$ cat src/rtl/tick_gen_multi.sv
// tick_gen_multi
//   Clock-enable generator for the stopwatch datapath. Every timing enable is
//   derived from clk by integer division; no divided clocks are produced.
//
//   Ports
//     clk          master clock
//     RESET        synchronous, active-high reset
//     ADJ          rate select for tick_out: 0 = normal, 1 = adjust
//     PAUSE_PULSE  single-cycle request; toggles the paused state
//     tick_out     one-cycle timer advance enable (NORM_HZ or ADJ_HZ)
//     scan_tick    one-cycle display scan enable (SCAN_HZ)
//     blink        blink phase level, full period at BLINK_HZ
//     paused       current paused state
//
//   All outputs come straight from registers; there is no combinational path
//   from any input to any output.
module tick_gen_multi #(
  parameter int CLK_HZ   = 100000000,
  parameter int NORM_HZ  = 1,
  parameter int ADJ_HZ   = 2,
  parameter int SCAN_HZ  = 500,
  parameter int BLINK_HZ = 4
) (
  input  logic clk,
  input  logic RESET,
  input  logic ADJ,
  input  logic PAUSE_PULSE,
  output logic tick_out,
  output logic scan_tick,
  output logic blink,
  output logic paused
);

  // ---------------------------------------------------------------------------
  // Derived divisors (integer truncation) and counter width
  // ---------------------------------------------------------------------------
  localparam int NORM_DIV   = CLK_HZ / NORM_HZ;
  localparam int ADJ_DIV    = CLK_HZ / ADJ_HZ;
  localparam int SCAN_DIV   = CLK_HZ / SCAN_HZ;
  localparam int BLINK_HALF = CLK_HZ / (2 * BLINK_HZ);

  localparam int MAX_AB  = (NORM_DIV > ADJ_DIV) ? NORM_DIV : ADJ_DIV;
  localparam int MAX_CD  = (SCAN_DIV > BLINK_HALF) ? SCAN_DIV : BLINK_HALF;
  localparam int MAX_DIV = (MAX_AB > MAX_CD) ? MAX_AB : MAX_CD;
  localparam int CW      = $clog2(MAX_DIV);

  localparam logic [CW-1:0] NORM_LAST  = CW'(NORM_DIV - 1);
  localparam logic [CW-1:0] ADJ_LAST   = CW'(ADJ_DIV - 1);
  localparam logic [CW-1:0] SCAN_LAST  = CW'(SCAN_DIV - 1);
  localparam logic [CW-1:0] BLINK_LAST = CW'(BLINK_HALF - 1);
  localparam logic [CW-1:0] ONE        = CW'(1);

  // A divisor below 2 cannot produce a one-cycle enable with a low phase.
  if (NORM_DIV < 2) begin : g_bad_norm
    $error("tick_gen_multi: NORM_DIV must be >= 2");
  end
  if (ADJ_DIV < 2) begin : g_bad_adj
    $error("tick_gen_multi: ADJ_DIV must be >= 2");
  end
  if (SCAN_DIV < 2) begin : g_bad_scan
    $error("tick_gen_multi: SCAN_DIV must be >= 2");
  end
  if (BLINK_HALF < 2) begin : g_bad_blink
    $error("tick_gen_multi: BLINK_HALF must be >= 2");
  end

  // ---------------------------------------------------------------------------
  // Pause state machine
  // ---------------------------------------------------------------------------
  typedef enum logic {
    RUN  = 1'b0,
    HOLD = 1'b1
  } pstate_t;

  pstate_t pstate, pstate_nxt;

  always_ff @(posedge clk) begin
    if (RESET) pstate <= RUN;
    else       pstate <= pstate_nxt;
  end

  always_comb begin
    pstate_nxt = pstate;
    if (PAUSE_PULSE) begin
      pstate_nxt = (pstate == RUN) ? HOLD : RUN;
    end
  end

  always_comb begin
    paused = (pstate == HOLD);
  end

  // ---------------------------------------------------------------------------
  // Main timer divider
  // ---------------------------------------------------------------------------
  logic [CW-1:0] cnt, cnt_nxt;
  logic [CW-1:0] div_last;
  logic          adj_q, adj_nxt;
  logic          tick_nxt;

  always_comb begin
    div_last = adj_q ? ADJ_LAST : NORM_LAST;
    cnt_nxt  = cnt;
    adj_nxt  = adj_q;
    tick_nxt = 1'b0;
    // Mode change outranks pause so a rate switch always restarts the period.
    // 'paused' is the registered state, so a pulse in this cycle does not yet
    // gate counting and a coincident wrap still emits its tick.
    if (ADJ != adj_q) begin
      cnt_nxt = '0;
      adj_nxt = ADJ;
    end else if (paused) begin
      cnt_nxt = cnt;
    end else if (cnt == div_last) begin
      cnt_nxt  = '0;
      tick_nxt = 1'b1;
    end else begin
      cnt_nxt = cnt + ONE;
    end
  end

  always_ff @(posedge clk) begin
    if (RESET) begin
      cnt      <= '0;
      adj_q    <= ADJ;
      tick_out <= 1'b0;
    end else begin
      cnt      <= cnt_nxt;
      adj_q    <= adj_nxt;
      tick_out <= tick_nxt;
    end
  end

  // ---------------------------------------------------------------------------
  // Scan divider (free-running)
  // ---------------------------------------------------------------------------
  logic [CW-1:0] scnt;

  always_ff @(posedge clk) begin
    if (RESET) begin
      scnt      <= '0;
      scan_tick <= 1'b0;
    end else if (scnt == SCAN_LAST) begin
      scnt      <= '0;
      scan_tick <= 1'b1;
    end else begin
      scnt      <= scnt + ONE;
      scan_tick <= 1'b0;
    end
  end

  // ---------------------------------------------------------------------------
  // Blink half-period divider (free-running)
  // ---------------------------------------------------------------------------
  logic [CW-1:0] bcnt;

  always_ff @(posedge clk) begin
    if (RESET) begin
      bcnt  <= '0;
      blink <= 1'b0;
    end else if (bcnt == BLINK_LAST) begin
      bcnt  <= '0;
      blink <= ~blink;
    end else begin
      bcnt  <= bcnt + ONE;
    end
  end

endmodule

$ cat config.mk
export PLATFORM = sky130hd
export DESIGN_NAME = tick_gen_multi
export DESIGN_NICKNAME = d
export VERILOG_FILES = /design/src/rtl/tick_gen_multi.sv
export SDC_FILE = /design/constraint.sdc
export NUM_CORES = 1
export LEC_CHECK = 0
export BUFFER_PORTS_ARGS = -buffer_cell sky130_fd_sc_hd__buf_2
export CORE_MARGIN = 5
export CORE_UTILIZATION = 32
export CTS_CLUSTER_SIZE = 40
export DETAILED_ROUTE_END_ITERATION = 10
export MAX_ROUTING_LAYER = met4
export SLEW_MARGIN = 5
export SYNTH_ARGS = -nofsm -noshare
export SYNTH_HDL_FRONTEND = slang
export SYNTH_SLANG_ARGS = --single-unit
export TNS_END_PERCENT = 5
$ cat constraint.sdc
create_clock -name clk -period 1.8 [get_ports clk]
set_input_delay 0 -clock clk [delete_from_list [all_inputs] [get_ports clk]]
set_output_delay 0 -clock clk [all_outputs]
set_load 0.01 [all_outputs]
==> key figures, run 1 <==
Die
  – Row count: 40
  – Die area: 0.01441 sq mm
  – Die W: 120.1 um
  – Initial Utilization: 0.3241
  – IO Pins: 8
  – CORE AREA: 0.01196 sq mm
  – Height of the die: 120.1 um

Yosys
  – Top FF cell, synth: dfxtp_1
  – Sequential share of the synthesized area: 0.4467
  – Flops & latches, synth: 86
  – Synth Cell Area: 0.003876 sq mm
  – Syn Area/Cell: 8.750 sq um
  – Synthesized netlist cell count: 443
  – Yosys warns: 0
  – Synth async-reset ratio: 0
  – Post-synth EDFFs: 1
  – Mapped Nets: 450
  – Post-synth cell types: 40

Clocking
  – Clock Sinks: 86
  – Clk_lat worst skew: 0.34 ns
  – Htree depth: 3
  – # Post-CTS Setup Buffers: 0
  – Root Driver: clkbuf_16
  – Clock transition at the registers of the reported paths: 0.07 ns
  – CTS tree: yes
  – TritonCTS Buffers: 9
  – Clock Path Buffers: 2

Power and ir drop
  – Worst vdd rail ir drop: 0.0003396 V
  – Leakage: 1.665 nW
  – Pwr Total: 3.896 mW
  – PwrDens: 836.2 mW/mm^2

Setup path
  – Critical path type: flip-flop to flip-flop
  – Crit path buf inv count: 1
  – WP depth: 6
  – Crit start category: flip-flop
  – Worst Path Max Fanout: 25
  – Most common cell on crit path: nor2_1
  – Cell depth of the worst flop-to-flop path: 6
  – Biggest cell delay along the critical path: 0.54 ns
  – Crit path DAT: 1.96 ns
  – Critical Path End Type: flip-flop
  – Slowest CP cell: or4_1
  – CP cell instances: or4_1 -> nor2_1 -> o2111ai_1 -> nand2b_1 -> buf_12 -> nor2_1
  – CP required: 2.03 ns
  – Crit-path leading delay family: simple AND/OR/NAND/NOR gates

Global route
  – First-pass GRT wire length: 13.52 mm
  – Grt ovf: 0
  – Vias in the first global route: 3021
  – Total track usage: 0.1164
  – Initial antenna violation count: 0
  – Largest net degree at the start of global routing: 26

Placed design
  – Number of port buffers: 7
  – DPL Wire Length: 5.556 mm
  – DP Area: 0.004325 sq mm
  – Pre-CTS setup slack: 0.01657 ns
  – Final weighted congestion in routability-driven placement: 0.7860

Detailed routing
  – Post-Route WL: 7.707 mm
  – Vias: 3090
  – Drt first pass iters: 4
  – Initial DRC count: 99
  – Drt drc: 0
  – WL per Instance: 12.12 um
  – Post-DR vias/cell: 4.858
  – Routed Antenna Nets: 0

STA
  – Fin crit share: 0.9649
  – Slew Limit Fails: 0
  – Clock period minus worst slack: 1.737 ns
  – Final hold viol count: 0
  – Worst Skew: 0.01083 ns
  – Fmax: 575.8 MHz
  – Worst rel slew slack: 0.7381
  – Final setup fails: 0
  – Setup TNS: 0 ns
  – Post-layout worst setup margin: 0.06320 ns
  – Worst hold margin: 0.01798 ns
  – Worst slew pin tran: 0.3892 ns
  – RSZ-0062 raised after global routing: true

Run
  – MaxCap Viol Count: 0

Worst hold path
  – Hold depth: 2
  – Worst hold-check path type: input port to flip-flop

Cells and area
  – ANT cells: 0
  – Fillers: 1186
  – Share of layout cells above drive strength 1: 0.1493
  – Final Net Count: 491
  – Area grow syn2layout: 20.21%
  – Fin area: 0.004659 sq mm

Run status
  – Status: finished, final reports clean
==> area by class of cell <==
class | count | area [sq um] | area share
multi-input cells | 339 | 2063 | 0.4428
flip-flops and latches | 86 | 1738 | 0.3730
repair buffers | 44 | 367.9 | 0.07895
clock buffers | 9 | 225.2 | 0.04834
well taps | 147 | 183.9 | 0.03947
clock inverters | 7 | 66.31 | 0.01423
inverters | 4 | 15.01 | 0.003222
==> metrics by stage <==
| stage | cells | utilization |
|---|---|---|
| after global placement | 618 | 0.3616 |
| after floorplan | 443 | - |
| after detailed placement | 618 | 0.3616 |
| after CTS | 636 | 0.3882 |
| final | 636 | 0.3895 |
| after global routing | 636 | 0.3895 |
==> worst reg2reg max path: cells and delay by family, from the launching register on <==
kind | cells | cell delay [ns]
simple gates | 4 | 0.92
compound gates | 1 | 0.16
buf+inv | 1 | 0.18
flops | 1 | 0.36
==> power breakdown <==
group	leakage (nW)	switching, mW	internal, mW	total (mW)
Combinational	0.822	0.0768	0.0680	0.145
Sequential	0.698	0.0180	1.93	1.94
Clock	0.145	0.830	0.977	1.81
==> sequential cells by signal (all words and copies together) (netlist names) <==
| signal | cells |
|---|---|
| bcnt | 27 |
| blink | 1 |
| tick_out | 1 |
| paused | 1 |
| adj_q | 1 |
| scnt | 27 |
| cnt | 27 |
| scan_tick | 1 |
==> repair_timing <==
action,CTS,global route
gates resized for setup,1,5
endpoints found under the hold margin,2,0
setup endpoints to repair,1,62
hold buffers,2,0
==> cells in the mapped netlist, drive strengths merged, types with 2 or more instances <==
cell type | count | area, sq um
ha | 3 | 37.54
buf | 9 | 77.57
dfxtp | 85 | 1702
nand2 | 34 | 127.6
xnor2 | 23 | 201.4
nand4 | 27 | 168.9
inv | 4 | 15.01
and3 | 8 | 50.05
or4 | 3 | 26.27
nor4b | 3 | 26.28
and2 | 4 | 25.02
nor4 | 14 | 112.6
xor2 | 54 | 473.0
and3b | 2 | 17.52
nand2b | 5 | 33.78
a21oi | 2 | 10.01
and4 | 5 | 43.79
clkbuf | 5 | 20.01
nor2b | 2 | 12.51
nand3 | 29 | 145.1
nand4b | 3 | 26.28
nor2 | 101 | 379.1
nor3 | 7 | 40.04
or3 | 2 | 12.51
==> cells in the final DEF, fill, tap and decap left out, types with 7 or more instances in the layout <==
cell,n
xnor2_1,23
buf_4,31
nand4_1,27
buf_2,7
dfxtp_1,82
nor2_1,101
and3_1,8
nand3_1,29
nor4_1,10
xor2_1,54
clkbuf_16,9
nand2_1,34
==> cells by family after synthesis <==
| kind of cell | Yosys count | share of synthesized area |
|---|---|---|
| xor+xnor | 77 | 0.1740 |
| flops | 86 | 0.4467 |
| fa+ha+maj | 3 | 0.009685 |
| compound gates | 7 | 0.01259 |
| mux | 1 | 0.002582 |
| simple gates | 251 | 0.3254 |
| buf+inv | 18 | 0.02905 |
==> routing by layer <==
metal / GRT usage / vias up / share of wire
met5: - / - / 0
li1: - / 1599 / -
met3: 0.02545 / 13 / 0.022
met4: 0.04653 / 0 / 0.017
met1: 0.1434 / 1450 / 0.49
met2: 0.1858 / 28 / 0.47
==> path summary, 6_finish.rpt <==
check	start	endpoint	slack [ns]
worst min register to register	scnt[0]$_SDFF_PP0_	scnt[0]$_SDFF_PP0_	0.45
worst min-delay path	RESET	scnt[2]$_SDFF_PP0_	0.02
worst max register to register	cnt[8]$_SDFFE_PP0N_	cnt[19]$_SDFFE_PP0N_	0.06
worst max-delay path	cnt[8]$_SDFFE_PP0N_	cnt[19]$_SDFFE_PP0N_	0.06
(Power assumes the default switching activity.)
==> run 2, diff against run 1 <==
--- a/config.mk
+++ b/config.mk
@@ -6,11 +6,14 @@
 export NUM_CORES = 1
 export LEC_CHECK = 0
 export BUFFER_PORTS_ARGS = -buffer_cell sky130_fd_sc_hd__buf_2
+export CELL_PAD_IN_SITES_DETAIL_PLACEMENT = 0
+export CELL_PAD_IN_SITES_GLOBAL_PLACEMENT = 2
 export CORE_MARGIN = 5
 export CORE_UTILIZATION = 32
 export CTS_CLUSTER_SIZE = 40
 export DETAILED_ROUTE_END_ITERATION = 10
 export MAX_ROUTING_LAYER = met4
+export PLACE_DENSITY_LB_ADDON = 0.1
 export SLEW_MARGIN = 5
 export SYNTH_ARGS = -nofsm -noshare
 export SYNTH_HDL_FRONTEND = slang
==> run 2 against run 1 <==
Net effect: critical path type unchanged; utilization rose by 1.6 points; combinational power rose by 6%; critical endpoint is now blink$_SDFFE_PP0N_; register-to-register slack barely moved; global-route usage rose by 1.4 points; cell area rose by 4.2%; largest cell class unchanged.
==> key figures, run 2 (synthesis results as in run 1) <==
Power and ir drop
  – PwrDens: 843.9 mW/mm^2 (was 836.2 mW/mm^2)
  – Leakage: 1.766 nW (was 1.665 nW)
  – Worst vdd rail ir drop: 0.0003400 V (was 0.0003396 V)

Detailed routing
  – M1 wire length: 4.314 mm (was 3.784 mm)
  – Initial DRC count: 140 (was 99)
  – Routed Antenna Nets: 0 (unchanged)
  – Routed wl met3: 155 um (was 166 um)
  – Vias: 3096 (was 3090)
  – Drt first pass iters: 4 (unchanged)
  – Met2 routed WL: 4.002 mm (was 3.622 mm)
  – Post-DR vias/cell: 4.748 (was 4.858)
  – Highest Signal Layer: met4 (unchanged)
  – Post-Route WL: 8.673 mm (was 7.707 mm)
  – Drt drc: 0 (unchanged)
  – WL per Instance: 13.30 um (was 12.12 um)

STA
  – Final hold viol count: 0 (unchanged)
  – Fmax: 579.0 MHz (was 575.8 MHz)
  – Worst slew pin tran: 0.4290 ns (was 0.3892 ns)
  – Worst Skew: 0.005138 ns (was 0.01083 ns)
  – Setup TNS: 0 ns (unchanged)
  – Clock period minus worst slack: 1.727 ns (was 1.737 ns)
  – Worst rel slew slack: 0.7114 (was 0.7381)
  – Final setup fails: 0 (unchanged)
  – Fin crit share: 0.9596 (was 0.9649)
  – Slew Limit Fails: 0 (unchanged)
  – RSZ-0062 raised after global routing: true (unchanged)

Setup path
  – Crit path buf inv count: 1 (unchanged)
  – Worst Path Max Fanout: 5 (was 25)
  – Crit start category: flip-flop (unchanged)
  – Crit path DAT: 2.00 ns (was 1.96 ns)
  – Biggest cell delay along the critical path: 0.56 ns (was 0.54 ns)
  – CP required: 2.07 ns (was 2.03 ns)
  – Slowest CP cell: or4_4 (was or4_1)
  – Critical Path End Type: flip-flop (unchanged)
  – Crit-path leading delay family: simple AND/OR/NAND/NOR gates (unchanged)
  – Critical path type: flip-flop to flip-flop (unchanged)
  – CP cell instances: nor4b_2 -> nand3_1 -> or4_4 -> buf_4 -> xor2_2 -> nor2_1 (was or4_1 -> nor2_1 -> o2111ai_1 -> nand2b_1 -> buf_12 -> nor2_1)

Die
  – Die W: 120.1 um (unchanged)
  – Initial Utilization: 0.3241 (unchanged)
  – Die area: 0.01441 sq mm (unchanged)
  – Height of the die: 120.1 um (unchanged)
  – IO Pins: 8 (unchanged)
  – Row count: 40 (unchanged)
  – CORE AREA: 0.01196 sq mm (unchanged)

Clocking
  – Clock transition at the registers of the reported paths: 0.06 ns (was 0.07 ns)
  – Clock Path Buffers: 2 (unchanged)
  – CTS tree: yes (unchanged)
  – Htree depth: 3 (unchanged)
  – TritonCTS Buffers: 9 (unchanged)
  – Clock Sinks: 86 (unchanged)
  – Clk_lat worst skew: 0.34 ns (about the same)
  – Root Driver: clkbuf_16 (unchanged)

Cells and area
  – ANT cells: 0 (unchanged)
  – Largest registers: bcnt (27), cnt (27), scnt (27) (unchanged)
  – Most frequent cells in the layout: 100 x nor2_1, 76 x dfxtp_1, 53 x xor2_1, 46 x buf_4, 34 x nand2_1 (was 101 x nor2_1, 82 x dfxtp_1, 54 x xor2_1, 34 x nand2_1, 31 x buf_4)
  – Share of layout cells above drive strength 1: 0.2040 (was 0.1493)
  – Reg area: 0.001745 sq mm (was 0.001738 sq mm)
  – Post-route insts no fill: 652 (was 636)
  – Commonest non-fill, non-tap cell in the layout: nor2_1 (unchanged)
  – Final Net Count: 507 (was 491)
  – Fillers: 1227 (was 1186)
  – Footprint of the multi-input gates: 0.002127 sq mm (was 0.002063 sq mm)
  – Area grow syn2layout: 25.21% (was 20.21%)

Global route
  – First-pass GRT wire length: 14.61 mm (was 13.52 mm)
  – Initial antenna violation count: 0 (unchanged)
  – Grt ovf: 0 (unchanged)
  – Vias in the first global route: 3037 (was 3021)
  – Largest net degree at the start of global routing: 17 (was 26)
  – Total track usage: 0.1302 (was 0.1164)

Placed design
  – Number of port buffers: 7 (unchanged)
  – Number of cells after detailed placement: 628 (was 618)
  – Final weighted congestion in routability-driven placement: 0.7345 (was 0.7860)
  – DPL Wire Length: 6.048 mm (was 5.556 mm)

Run status
  – Status: finished, final reports clean (unchanged)

Run
  – MaxCap Viol Count: 0 (unchanged)

Worst hold path
  – Worst hold-check path type: input port to flip-flop (unchanged)
run 2: cell count changes in the layout (fill, tap and decap cells not counted), sizes merged:
cell and change:
clkbuf +3, buf +16, clkinv +1, bufinv +2, inv -6
run 2: power by group:
part	leakage [nW]	internal [mW]	switching, mW
Sequential	0.701	1.93	0.0207
Combinational	0.909	0.0743	0.0801
Clock	0.157	1.25	0.742
run 2: worst min-delay path: stages:
cell	delay, ns
buf_2	0.13
buf_4	0.20
nor2_1	0.06
run 2: final timing paths:
check                           slack [ns]                start                  to  cells past startpoint
worst max register to register        0.07  bcnt[15]$_SDFF_PP0_  blink$_SDFFE_PP0N_                      6
worst max-delay path                  0.07  bcnt[15]$_SDFF_PP0_  blink$_SDFFE_PP0N_                      6
worst min register to register        0.45   scnt[0]$_SDFF_PP0_  scnt[0]$_SDFF_PP0_                      1
worst min-delay path                   0.1                RESET  scnt[2]$_SDFF_PP0_                      3
run 2: cell type report:
class,instances,area share
Inverter,4,0.003094
Clock buffer,12,0.05079
Timing Repair Buffer,60,0.09590
Sequential cell,86,0.3596
Multi-Input combinational cell,339,0.4383
Clock inverter,4,0.01444
Tap cell,147,0.03790
run 2: timing repair:
action	in CTS	in global routing
buffers inserted	0	4
hold buffers	2	0
gates resized for setup	0	31
endpoints found under the setup margin	0	57
hold endpoints to repair	2	0
run 2: per-stage QoR:
stage                     area (sq um)  total power, mW    util  hold slack (ns)  worst slack, ns
final                             4853            4.096  0.4058          0.09722          0.07276
after detailed placement          4363            2.128  0.3647           0.2140          0.03900
after global placement            4363            2.126  0.3647           0.2107        -0.001640
after floorplan                   3891            2.076       -          0.09887         -0.02416
after CTS                         4700            4.154  0.3929          0.08530          0.01632
after global routing              4853            4.268  0.4058           0.1167         -0.03609
run 2: routing by layer:
layer	global-route usage	up-vias
met4	0.06943	0
met1	0.1650	1444
li1	-	1619
met5	-	-
met2	0.1992	21
met3	0.02121	12
==> run 3, diff against run 2 <==
--- a/config.mk
+++ b/config.mk
@@ -5,6 +5,7 @@
 export SDC_FILE = /design/constraint.sdc
 export NUM_CORES = 1
 export LEC_CHECK = 0
+export ABC_AREA = 1
 export BUFFER_PORTS_ARGS = -buffer_cell sky130_fd_sc_hd__buf_2
 export CELL_PAD_IN_SITES_DETAIL_PLACEMENT = 0
 export CELL_PAD_IN_SITES_GLOBAL_PLACEMENT = 2
@@ -14,6 +15,7 @@
 export DETAILED_ROUTE_END_ITERATION = 10
 export MAX_ROUTING_LAYER = met4
 export PLACE_DENSITY_LB_ADDON = 0.1
+export REMOVE_ABC_BUFFERS = 1
 export SLEW_MARGIN = 5
 export SYNTH_ARGS = -nofsm -noshare
 export SYNTH_HDL_FRONTEND = slang
==> run 3 against run 2 <==
Net effect: critical path depth up 3; sequential share of layout area shrank 4.4 points; worst setup slack better by 0.094 ns; clock power increased by 20%; die area increased by 21%; critical endpoint is now cnt[20]$_SDFFE_PP0N_; highest routed layer unchanged; fmax is 5.7% higher; total power is 9.3% higher; cell count up 43%; non-clock buffer count shrank 36; largest power group unchanged; utilization down 2.8 points; clock skew grew 0.0011 ns.
==> key figures, run 3 <==
Run status
  – Status: finished, final reports clean (unchanged)

Power and ir drop
  – Combinational share of power: 0.033 (was 0.038)
  – Seq pwr share: 0.434 (was 0.476)
  – Clock share of power: 0.533 (was 0.486)
  – PwrDens: 815.5 mW/mm^2 (was 843.9 mW/mm^2)
  – NetSw: 922.6 uW (was 842.7 uW)
  – Int Pwr: 3.555 mW (was 3.253 mW)
  – Leakage: 1.840 nW (was 1.766 nW)
  – Pwr Total: 4.478 mW (was 4.096 mW)
  – Sw Share: 0.2060 (was 0.2057)
  – Worst vdd rail ir drop: 0.0004996 V (was 0.0003400 V)

Clocking
  – TritonCTS Buffers: 9 (unchanged)
  – # Post-CTS Setup Buffers: 0 (unchanged)
  – Clock Path Buffers: 2 (unchanged)
  – Root Driver: clkbuf_16 (unchanged)
  – Clock Sinks: 86 (unchanged)
  – CTS tree: yes (unchanged)
  – Clock transition at the registers of the reported paths: 0.06 ns (about the same)
  – Clk_lat worst skew: 0.35 ns (was 0.34 ns)
  – Htree depth: 3 (unchanged)

Cells and area
  – Share of layout cells above drive strength 1: 0.1190 (was 0.2040)
  – Post-route insts no fill: 932 (was 652)
  – Area grow syn2layout: 15.38% (was 25.21%)
  – Fillers: 1553 (was 1227)
  – ANT cells: 0 (unchanged)
  – Commonest non-fill, non-tap cell in the layout: nand2_1 (was nor2_1)
  – Final Net Count: 750 (was 507)
  – Most frequent cells in the layout: 169 x nand2_1, 120 x nor2_1, 94 x inv_1, 85 x dfxtp_1, 58 x nand3_1 (was 100 x nor2_1, 76 x dfxtp_1, 53 x xor2_1, 46 x buf_4, 34 x nand2_1)
  – Largest registers: bcnt (27), cnt (27), scnt (27) (unchanged)

Yosys
  – Flops & latches, synth: 86 (unchanged)
  – Syn Area/Cell: 6.664 sq um (was 8.750 sq um)
  – Top-area cell type share of the netlist area: 0.3576 (was 0.4390)
  – Synthesized netlist cell count: 714 (was 443)
  – Top FF cell, synth: dfxtp_1 (unchanged)
  – Most frequent cells after synthesis: 169 x nand2_1, 122 x nor2_1, 94 x inv_1 (was 101 x nor2_1, 85 x dfxtp_1, 54 x xor2_1)
  – Post-synth cell types: 35 (was 40)
  – Sequential share of the synthesized area: 0.3639 (was 0.4467)
  – Largest area contributor in the netlist: dfxtp_1 (unchanged)
  – Count leader, synth: nand2_1 (was nor2_1)
  – Ranking of synthesized cells by area: dfxtp_1 36%, nand2_1 13%, nor2_1 9.6% (was dfxtp_1 44%, xor2_1 12%, nor2_1 9.8%)
  – Yosys warns: 0 (unchanged)
  – Synth async-reset ratio: 0 (unchanged)
  – Post-synth EDFFs: 1 (unchanged)
  – Synth Cell Area: 0.004758 sq mm (was 0.003876 sq mm)

STA
  – Worst rel slew slack: 0.6963 (was 0.7114)
  – Worst slew pin tran: 0.4539 ns (was 0.4290 ns)
  – Slew Limit Fails: 0 (unchanged)
  – Fin crit share: 0.9075 (was 0.9596)
  – Final hold viol count: 0 (unchanged)
  – Fmax: 612.2 MHz (was 579.0 MHz)
  – Final setup fails: 0 (unchanged)
  – Worst hold margin: 0.3938 ns (was 0.09722 ns)
  – Worst Skew: 0.006271 ns (was 0.005138 ns)
  – Setup TNS: 0 ns (unchanged)
  – RSZ-0062 raised after global routing: false (was true)
  – Clock period minus worst slack: 1.634 ns (was 1.727 ns)

Setup path
  – CP cell instances: ha_1 -> nand2_1 -> nor2_2 -> nand2_1 -> inv_2 -> nand2_2 -> nor2_1 -> xnor2_1 -> nor2_2 (was nor4b_2 -> nand3_1 -> or4_4 -> buf_4 -> xor2_2 -> nor2_1)
  – Critical Path End Type: flip-flop (unchanged)
  – CP required: 2.03 ns (was 2.07 ns)
  – Crit path buf inv count: 1 (unchanged)
  – WP depth: 9 (was 6)
  – Crit start category: flip-flop (unchanged)
  – Crit-path leading delay family: simple AND/OR/NAND/NOR gates (unchanged)
  – Worst Path Max Fanout: 5 (unchanged)
  – Cell depth of the worst flop-to-flop path: 9 (was 6)
  – Crit path DAT: 1.87 ns (was 2.00 ns)
  – Slowest CP cell: dfxtp_1 (was or4_4)
  – Biggest cell delay along the critical path: 0.36 ns (was 0.56 ns)
  – Critical path type: flip-flop to flip-flop (unchanged)

Die
  – Die area: 0.01741 sq mm (was 0.01441 sq mm)
  – Die W: 131.9 um (was 120.1 um)
  – Initial Utilization: 0.3274 (was 0.3241)
  – Height of the die: 131.9 um (was 120.1 um)
  – CORE AREA: 0.01453 sq mm (was 0.01196 sq mm)
  – IO Pins: 8 (unchanged)
  – Row count: 44 (was 40)

Global route
  – Initial antenna violation count: 0 (unchanged)
  – Grt ovf: 0 (unchanged)
  – Largest net degree at the start of global routing: 27 (was 17)
  – First-pass GRT wire length: 21.25 mm (was 14.61 mm)
  – Vias in the first global route: 4272 (was 3037)
  – Total track usage: 0.1554 (was 0.1302)

Placed design
  – Number of cells after detailed placement: 913 (was 628)
  – DPL Wire Length: 9.999 mm (was 6.048 mm)
  – Final weighted congestion in routability-driven placement: 0.7926 (was 0.7345)
  – Number of port buffers: 7 (unchanged)

Detailed routing
  – Routed wl met3: 347 um (was 155 um)
  – Post-Route WL: 12.89 mm (was 8.673 mm)
  – Highest Signal Layer: met4 (unchanged)
  – M1 wire length: 6.165 mm (was 4.314 mm)
  – Met2 routed WL: 6.083 mm (was 4.002 mm)
  – Initial DRC count: 197 (was 140)
  – Routed Antenna Nets: 0 (unchanged)
  – Drt drc: 0 (unchanged)
  – WL per Instance: 13.83 um (was 13.30 um)
  – Post-DR vias/cell: 4.733 (was 4.748)
  – Vias: 4411 (was 3096)
  – Drt first pass iters: 5 (was 4)

Worst hold path
  – Hold depth: 3 (unchanged)
  – Worst hold-check path type: input port to flip-flop (unchanged)

Run
  – MaxCap Viol Count: 0 (unchanged)
run 3: final timing paths:
check,startpoint,slack [ns],endpoint
worst max-delay path,cnt[0]$_SDFFE_PP0N_,0.17,cnt[20]$_SDFFE_PP0N_
worst min-delay path,RESET,0.39,scan_tick$_SDFF_PP0_
worst max register to register,cnt[0]$_SDFFE_PP0N_,0.17,cnt[20]$_SDFFE_PP0N_
worst min register to register,scnt[26]$_SDFF_PP0_,0.46,scnt[26]$_SDFF_PP0_
run 3: area by class of cell:
cell class,count,area [sq um],area share
Tap cell,184,230.2,0.04193
Clock buffer,11,252.7,0.04603
Inverter,97,364.1,0.06632
Sequential cell,86,1732,0.3154
Timing Repair Buffer,24,182.7,0.03327
Multi-Input combinational cell,525,2600,0.4736
Clock inverter,5,128.9,0.02347
run 3: timing repair:
item | CTS | global route
endpoints found under the setup margin | 0 | 22
endpoints found under the hold margin | 4 | 0
hold buffers | 3 | 0
gates resized for setup | 0 | 3
run 3: cells by family after synthesis:
kind of cell               Yosys count  share of synthesized area
AOI/OAI and AO/OA                   44                    0.04759
xor gates and xnor gates            25                    0.04602
adders and majority gates            3                   0.007889
buffers and inverters              103                    0.09256
DFF                                 86                     0.3639
muxes                                1                   0.002104
and+or+nand+nor                    452                     0.4399
run 3: power by group through the flow:
stage	combinational (mW)	clock [mW]	sequential (mW)
after floorplan	0.0732	0	1.99
after global placement	0.139	0	1.98
after detailed placement	0.141	0	1.99
after CTS	0.148	2.48	1.94
after global routing	0.165	2.55	1.95
final	0.147	2.39	1.94
run 3: metrics by stage:
stage	setup WS [ns]	utilization	cell area, sq um
6_report	0.1664	0.3778	5490
5_1_grt	0.02006	0.3778	5490
4_1_cts	0.05071	0.3768	5477
3_5_place_dp	0.07010	0.3485	5065
3_3_place_gp	0.06856	0.3485	5065
2_1_floorplan	0.2898	-	4682
run 3: per-layer routing:
metal | track usage | vias up
met5 | - | -
met4 | 0.04514 | 0
met3 | 0.03664 | 16
met2 | 0.2549 | 59
met1 | 0.1905 | 2019
li1 | - | 2317
run 3: tightest hold or removal path: cells and delay by family:
kind | cells | cell delay [ns]
buffers and inverters | 2 | 0.65
AND/OR/NAND/NOR | 1 | 0.05
